===== src/rtl/i2c_cmd_sequencer.sv =====
// Table-driven I2C command sequencer: bus-rate tick, debounced/auto launch,
// per-entry start handshake with timeout, programmable inter-command gap.
module i2c_cmd_sequencer #(
  parameter int NUM_CMDS       = 2,
  parameter int DATA_BYTES     = 2,
  parameter logic [NUM_CMDS*(11+8*DATA_BYTES)-1:0] CMD_TABLE =
    (NUM_CMDS*(11+8*DATA_BYTES))'({7'h58, 1'b1, 3'd2, 16'h0000,
                                    7'h58, 1'b0, 3'd2, 16'h3001}),
  parameter int CLK_DIV        = 62,
  parameter int DEBOUNCE_TICKS = 8,
  parameter int GAP_TICKS      = 100,
  parameter int START_TIMEOUT  = 16,
  parameter int AUTO_START     = 0
) (
  input  logic                    clk,
  input  logic                    reset_n,
  input  logic                    button,
  input  logic                    i2c_ready,
  output logic                    i2c_tick,
  output logic                    i2c_start,
  output logic [6:0]              i2c_addr,
  output logic                    i2c_rw,
  output logic [2:0]              i2c_packets,
  output logic [8*DATA_BYTES-1:0] i2c_data,
  output logic                    debounced,
  output logic                    busy,
  output logic                    done,
  output logic                    error,
  output logic [3:0]              cmd_index
);
  localparam int ENTRY_W = 11 + 8*DATA_BYTES;
  localparam int CW = $clog2(CLK_DIV);
  localparam int DW = $clog2(DEBOUNCE_TICKS + 1);
  localparam int TW = $clog2(START_TIMEOUT + 1);
  localparam int GW = $clog2(GAP_TICKS + 2);
  localparam logic [CW-1:0] DIV_LAST = CW'(CLK_DIV - 1);
  localparam logic [DW-1:0] DEB_LAST = DW'(DEBOUNCE_TICKS - 1);
  localparam logic [TW-1:0] TO_LAST  = TW'(START_TIMEOUT - 1);
  localparam logic [GW-1:0] GAP_LAST = GW'(GAP_TICKS > 0 ? GAP_TICKS - 1 : 0);
  localparam logic [3:0]    IDX_LAST = 4'(NUM_CMDS - 1);

  typedef enum logic [1:0] {S_IDLE, S_ISSUE, S_WAIT, S_GAP} state_t;
  state_t state, state_n;

  logic [CW-1:0]      div_cnt;
  logic               sync1, sync2, deb_q, auto_pend;
  logic [DW-1:0]      db_cnt;
  logic [TW-1:0]      to_cnt;
  logic [GW-1:0]      gap_cnt;
  logic               launch, issue_ok, timeout, cmd_fin, last, gap_end, next_cmd;
  logic [3:0]         ld_idx;
  logic [ENTRY_W-1:0] ld_entry;

  always_ff @(posedge clk or negedge reset_n)
    if (!reset_n) div_cnt <= '0;
    else          div_cnt <= (div_cnt == DIV_LAST) ? '0 : div_cnt + 1'b1;

  assign i2c_tick = (div_cnt == DIV_LAST);

  // db_cnt counts consecutive tick samples that disagree with debounced
  always_ff @(posedge clk or negedge reset_n)
    if (!reset_n) begin
      sync1 <= 1'b0; sync2 <= 1'b0; deb_q <= 1'b0;
      debounced <= 1'b0; db_cnt <= '0; auto_pend <= (AUTO_START != 0);
    end else begin
      sync1 <= button;
      sync2 <= sync1;
      deb_q <= debounced;
      if (i2c_tick) begin
        auto_pend <= 1'b0;
        if (sync2 == debounced) db_cnt <= '0;
        else if (db_cnt == DEB_LAST) begin
          debounced <= sync2;
          db_cnt    <= '0;
        end else db_cnt <= db_cnt + 1'b1;
      end
    end

  assign launch   = (state == S_IDLE) && ((debounced && !deb_q) || (i2c_tick && auto_pend));
  assign issue_ok = (state == S_ISSUE) && !i2c_ready;
  assign timeout  = (state == S_ISSUE) && i2c_ready && i2c_tick && (to_cnt == TO_LAST);
  assign cmd_fin  = (state == S_WAIT) && i2c_ready;
  assign last     = (cmd_index == IDX_LAST);
  assign gap_end  = (state == S_GAP) && i2c_tick && (gap_cnt == GAP_LAST);
  assign next_cmd = (cmd_fin && !last && GAP_TICKS == 0) || gap_end;
  assign ld_idx   = launch ? 4'd0 : cmd_index + 4'd1;
  assign ld_entry = CMD_TABLE[int'(ld_idx)*ENTRY_W +: ENTRY_W];

  always_ff @(posedge clk or negedge reset_n)
    if (!reset_n) state <= S_IDLE;
    else          state <= state_n;

  always_comb begin
    state_n = state;
    unique case (state)
      S_IDLE:  if (launch) state_n = S_ISSUE;
      S_ISSUE: if (issue_ok) state_n = S_WAIT;
               else if (timeout) state_n = S_IDLE;
      S_WAIT:  if (cmd_fin) state_n = last ? S_IDLE : (GAP_TICKS == 0 ? S_ISSUE : S_GAP);
      S_GAP:   if (gap_end) state_n = S_ISSUE;
      default: state_n = S_IDLE;
    endcase
  end

  always_comb begin
    i2c_start = (state == S_ISSUE);
    busy      = (state != S_IDLE);
  end

  // fields load only when an entry is (re)issued, so they hold through WAIT and IDLE
  always_ff @(posedge clk or negedge reset_n)
    if (!reset_n) begin
      cmd_index <= '0; done <= 1'b0; error <= 1'b0;
      to_cnt <= '0; gap_cnt <= '0;
      {i2c_addr, i2c_rw, i2c_packets, i2c_data} <= CMD_TABLE[ENTRY_W-1:0];
    end else begin
      if (launch) begin
        done  <= 1'b0;
        error <= 1'b0;
      end
      if (launch || next_cmd) begin
        cmd_index <= ld_idx;
        {i2c_addr, i2c_rw, i2c_packets, i2c_data} <= ld_entry;
        to_cnt <= '0;
      end else if (state == S_ISSUE && i2c_tick) to_cnt <= to_cnt + 1'b1;
      if (timeout) error <= 1'b1;
      if (cmd_fin && last) done <= 1'b1;
      if (state != S_GAP) gap_cnt <= '0;
      else if (i2c_tick)  gap_cnt <= gap_cnt + 1'b1;
    end
endmodule

===== config.mk =====
export PLATFORM = sky130hd
export DESIGN_NAME = i2c_cmd_sequencer
export DESIGN_NICKNAME = d
export VERILOG_FILES = /design/src/rtl/i2c_cmd_sequencer.sv
export SDC_FILE = /design/constraint.sdc
export NUM_CORES = 1
export LEC_CHECK = 0
export CELL_PAD_IN_SITES_DETAIL_PLACEMENT = 0
export CELL_PAD_IN_SITES_GLOBAL_PLACEMENT = 1
export CORE_MARGIN = 5
export CORE_UTILIZATION = 42
export DETAILED_ROUTE_END_ITERATION = 8
export PLACE_DENSITY = 0.95
export SLEW_MARGIN = 10
export SYNTH_ARGS = -nofsm -noshare
export SYNTH_HDL_FRONTEND = slang
export SYNTH_SLANG_ARGS = --single-unit

===== constraint.sdc =====
create_clock -name clk -period 5.25 [get_ports clk]
set_input_delay 1.05 -clock clk [delete_from_list [all_inputs] [get_ports clk]]
set_output_delay 1.05 -clock clk [all_outputs]
set_load 0.01 [all_outputs]

# Word-level counts from Yosys, hierarchy flattened
# Index checks and enable logic that the tools add are counted.
[totals]
ff_bits = 61
inputBits = 4
out_inout_bits = 37
word_cells = 78
[op_classes]
add_sub_neg = 5
multipliers = 1
eq_ne = 14
n_shift = 1
mux = 18
bitwise_logic = 1
n_reduce_logical = 22
[ops]
columns = ["operator", "count"]
rows = [
  ["$shiftx 54x10->27 const A", 1],
  ["$mux 7", 2],
  ["$mux 2", 6],
  ["$mux 4", 3],
  ["$logic_and 1x1->1", 11],
  ["$mux 5", 2],
  ["$reduce_bool 2->1", 5],
  ["$mul 4x5->9 const B", 1],
  ["$add 4x1->4 const B", 2],
  ["$ne 2x2->1 const B", 4],
  ["$pmux 2 s4", 1],
  ["$add 7x1->7 const B", 1],
  ["$eq 7x7->1 const B", 1],
  ["$add 6x1->6 const B", 1],
  ["$eq 6x6->1 const B", 1],
  ["$mux 6", 1],
  ["$add 5x1->5 const B", 1],
  ["$eq 5x4->1 const B", 1],
  ["$eq 2x2->1 const B", 2],
  ["$eq 4x1->1 const B", 1],
  ["$eq 4x3->1 const B", 1],
  ["$reduce_and 4->1", 1],
  ["$mux 1", 3],
  ["$ne 3x1->1 const B", 1],
  ["7 further kinds", 8],
]

# Depth between registers and ports, before layout
[depth]
depth_word = 7
mapped_depth = 9
mapped_depth_nobuf = 7

# Least setup slack after synthesis
# No wires, ideal clock.
[synth_timing]
kind = "register to output"
from = "register div_cnt[1]"
to = "output i2c_tick"
arrival_time_ps = 1290
t_required_ps = 4200
setup_slack_ps = 2910
path_stages_with_launch = 8
cell_sequence = "dfrtp_1 inv_1 ha_1 and4_1 buf_4 nand2_2 inv_2 buf_2"
[synth_via]
elab_chain_cells = 1
[synth_lines]
columns = ["item", "line_no", "source"]
rows = [
  ["start: declaration", "45", "logic [CW-1:0] div_cnt;"],
  ["start signal: assignment", "56", "else div_cnt <= (div_cnt == DIV_LAST) ? '0 : div_cnt + 1'b1;"],
  ["$eq 6x6->1", "58", "assign i2c_tick = (div_cnt == DIV_LAST);"],
  ["end: declaration", "19", "output logic i2c_tick,"],
]
# Every way passes these cells.

# Worst setup path after layout
# Ends and elaborated chain as after synthesis.

==> flow_summary.toml <==
[outcome]
status = "complete, no violations"

[power_and_ir_drop]
internal_power_uw = 459
p_seq_share_pct = 47.2
ir_worst_vdd_mv = 0.107
power_leakage_uw = 0.00109
p_sw_share_pct = 27.5
power_uw = 633
pwr-share-comb_pct = 18.3
power.density_mw_per_mm2 = 270
clockPowerShare_pct = 34.6
p_sw_uw = 174

[global_route]
grt_overflow_total = 0
antenna_found_initial = 0
first_global_vias = 1365
grt_first_pass_wirelength_um = 6070
grt_usage_pct = 12.5
grt_max_degree = 38

[logic_synthesis]
ys_ff_latch = 37
async_flop_share_pct = 100
synth_cells = 212
synth_edf_count = 0
synth_compound_gate_area_share_pct = 8.35
synth_xor_xnor_area_share_pct = 5.43
ys.flop_type = "dfrtp_1"
synth_fa_ha_area_share_pct = 7.16
muxShareOfSynthArea_pct = 3.04
seq_area_frac_synth_pct = 44.3
avgSynthCellArea_um2 = 9.89
yosysWarnings = 0
syn_area_mm2 = 0.00210
synth_top_family_by_area = "simple AND/OR/NAND/NOR gates"
yosys.area_share.simple_pct = 19.7
synth.distinct_cells = 48

[hold_path]
min_from = "sync1$_DFF_PN0_"
hold_depth = 0
min_path_type = "reg -> reg"

[timing]
rsz0062_at_grt = "false"
finalSetupViolCount = 0
finalHoldViolCount = 0
slew_headroom_pct = 45.1
drv_slew = 0
finClkSkew_ns = 0.00812
tightest_slew_ns = 0.824
hold_ws_ns = 0.350
min_period_ns = 3.39
max_freq_mhz = 295
fin_crit_sh_pct = 64.5
setup_tns_ns = 0

[final_layout]
diodes = 0
fillers = 456
fin_area_mm2 = 0.00235
stdcell_count = 297
layout-drive-gt1-share_pct = 8.70
final_nets = 245
layout_commonest_cell = "dfrtp_1"
layout_common_cells = "dfrtp_1, nand2_1, clkdlybuf4s50_1"
area_delta_synth_final_pct = 12.0

[cts]
cts_setup_buffers = 0
insertion_delay_ns = 0.30
numClockSinks = 37
cts.repair.resized = 0
cts_root_buf = "clkbuf_8"
cts_buffers = 5
clockBufferDepth = 2
path_clk_slew_ns = 0.07
cts_tree = "built"
h-tree-depth = 2
holdBufCountCts = 0

[placement]
placed_cell_area_mm2 = 0.00225
io_buffers = 21
hpwlAfterDp_um = 2650
gp_congestion = 0.754
dp.cells = 289

[die]
die_w_um = 80.7
pin_count = 41
die_area_mm2 = 0.00651
die_h_um = 80.7
fp-row-count = 25
coreArea_mm2 = 0.00479
initial_core_util_pct = 43.8

[setup_path]
critPathMaxStageDelay_ns = 0.59
critical_path.startpoint_type = "flop"
path_depth = 6
worstRegToRegCells = 7
endpoint_kind = "output pin"
r2r_start = "div_cnt[1]$_DFF_PN0_"
required_ns = 4.20
crit_buf_inv = 3
critPathLaunch = "div_cnt[1]$_DFF_PN0_"
critPathTopFamily = "buffers and inverters"
worstPathCellList = "inv_1 -> ha_1 -> and4_1 -> nand2_2 -> inv_2 -> clkdlybuf4s50_1"
crit_type = "reg -> out"
crit_slowest_cell = "clkdlybuf4s50_1"
cp_max_fo = 15
crit_arrival_ns = 2.34

[routing]
routed-via-count = 1440
drc = 0
drtIter0Drc = 54
drt_first_pass_iters = 4
via_per_inst = 4.85
routedWlPerCell_um = 12.4
wirelength_um = 3670
ant_nets = 0

[job]
maxCapViolCount = 0
==> final cells by class <==
| cell class | count | area, um2 | area share, % |
|---|---|---|---|
| clock buffer | 7 | 96.3 | 4.10 |
| clock inverter | 1 | 5.00 | 0.213 |
| inverter | 11 | 41.3 | 1.76 |
| multi-input combinational | 153 | 988 | 42.1 |
| sequential | 37 | 928 | 39.5 |
| tap | 67 | 83.8 | 3.57 |
| timing repair buffer | 21 | 205 | 8.74 |
==> cell usage after synthesis (4+ instances only) <==
| cell type | count | area (um2) |
|---|---|---|
| dfrtp_1 | 35 | 876 |
| buf_4 | 25 | 188 |
| nand2_1 | 22 | 82.6 |
| nor2_1 | 14 | 52.6 |
| ha_1 | 12 | 150 |
| inv_1 | 10 | 37.5 |
| nand3_1 | 9 | 45.0 |
| xor2_1 | 9 | 78.8 |
| and2_1 | 7 | 43.8 |
| a21oi_1 | 6 | 30.0 |
| o21ai_0 | 5 | 25.0 |
| xnor2_1 | 4 | 35.0 |
==> sequential cells by signal, summed over array words and instances, names as in the netlist, 2 cells and up <==
signal     cells
gap_cnt        7
div_cnt        6
to_cnt         5
cmd_index      4
db_cnt         4
state          2
==> power groups by stage <==
stage	logic (uW)	registers (uW)	clock network, uW
floorplan	87.7	303	0
global placement	114	304	0
detailed placement	116	304	0
CTS	117	299	226
global route	129	299	238
finish	116	299	219
==> worst paths after layout <==
kind,end,slack (ns)
max,i2c_tick,1.86
min in group asynchronous,db_cnt[2]$_DFFE_PN0N_,0.85
max reg2reg,db_cnt[3]$_DFFE_PN0N_,3.25
min reg2reg,sync2$_DFF_PN0_,0.35
max in group asynchronous,gap_cnt[3]$_DFFE_PN0P_,3.88
min,sync2$_DFF_PN0_,0.35
==> per-layer routing <==
layer / vias up / share of wire (%) / GRT usage [%]
li1: 712 / - / -
met4: 0 / 3.0 / 9.12
met5: - / 0 / 0
met2: 41 / 47 / 19.8
met1: 679 / 45 / 14.7
met3: 8 / 4.8 / 2.69
==> kinds of logic (layout without fill, tap and decap cells) <==
| family | after synthesis | after routing |
|---|---|---|
| fa+ha+maj | 12 | 12 |
| flops | 37 | 37 |
| buf+inv | 40 | 40 |
| xor+xnor | 13 | 13 |
| simple gates | 77 | 77 |
| mux | 6 | 6 |
| other cells | 1 | 19 |
| compound gates | 26 | 26 |
==> stage by stage <==
step	utilization (%)	setup WS (ns)
after global placement	47.0	2.20
final	49.1	1.86
after detailed placement	47.0	2.16
after global routing	49.1	1.67
after floorplan	-	2.91
after CTS	49.1	1.82
==> worst reg2reg max path: cells and delay by family, from the launching register on <==
| kind | cells | cell delay (ns) |
|---|---|---|
| buffers and inverters | 2 | 0.31 |
| adder cells (fa/ha/maj) | 1 | 0.17 |
| flip-flops | 1 | 0.40 |
| AO/OA/AOI/OAI | 1 | 0.32 |
| AND/OR/NAND/NOR | 3 | 0.68 |
(Power assumes the default switching activity.)
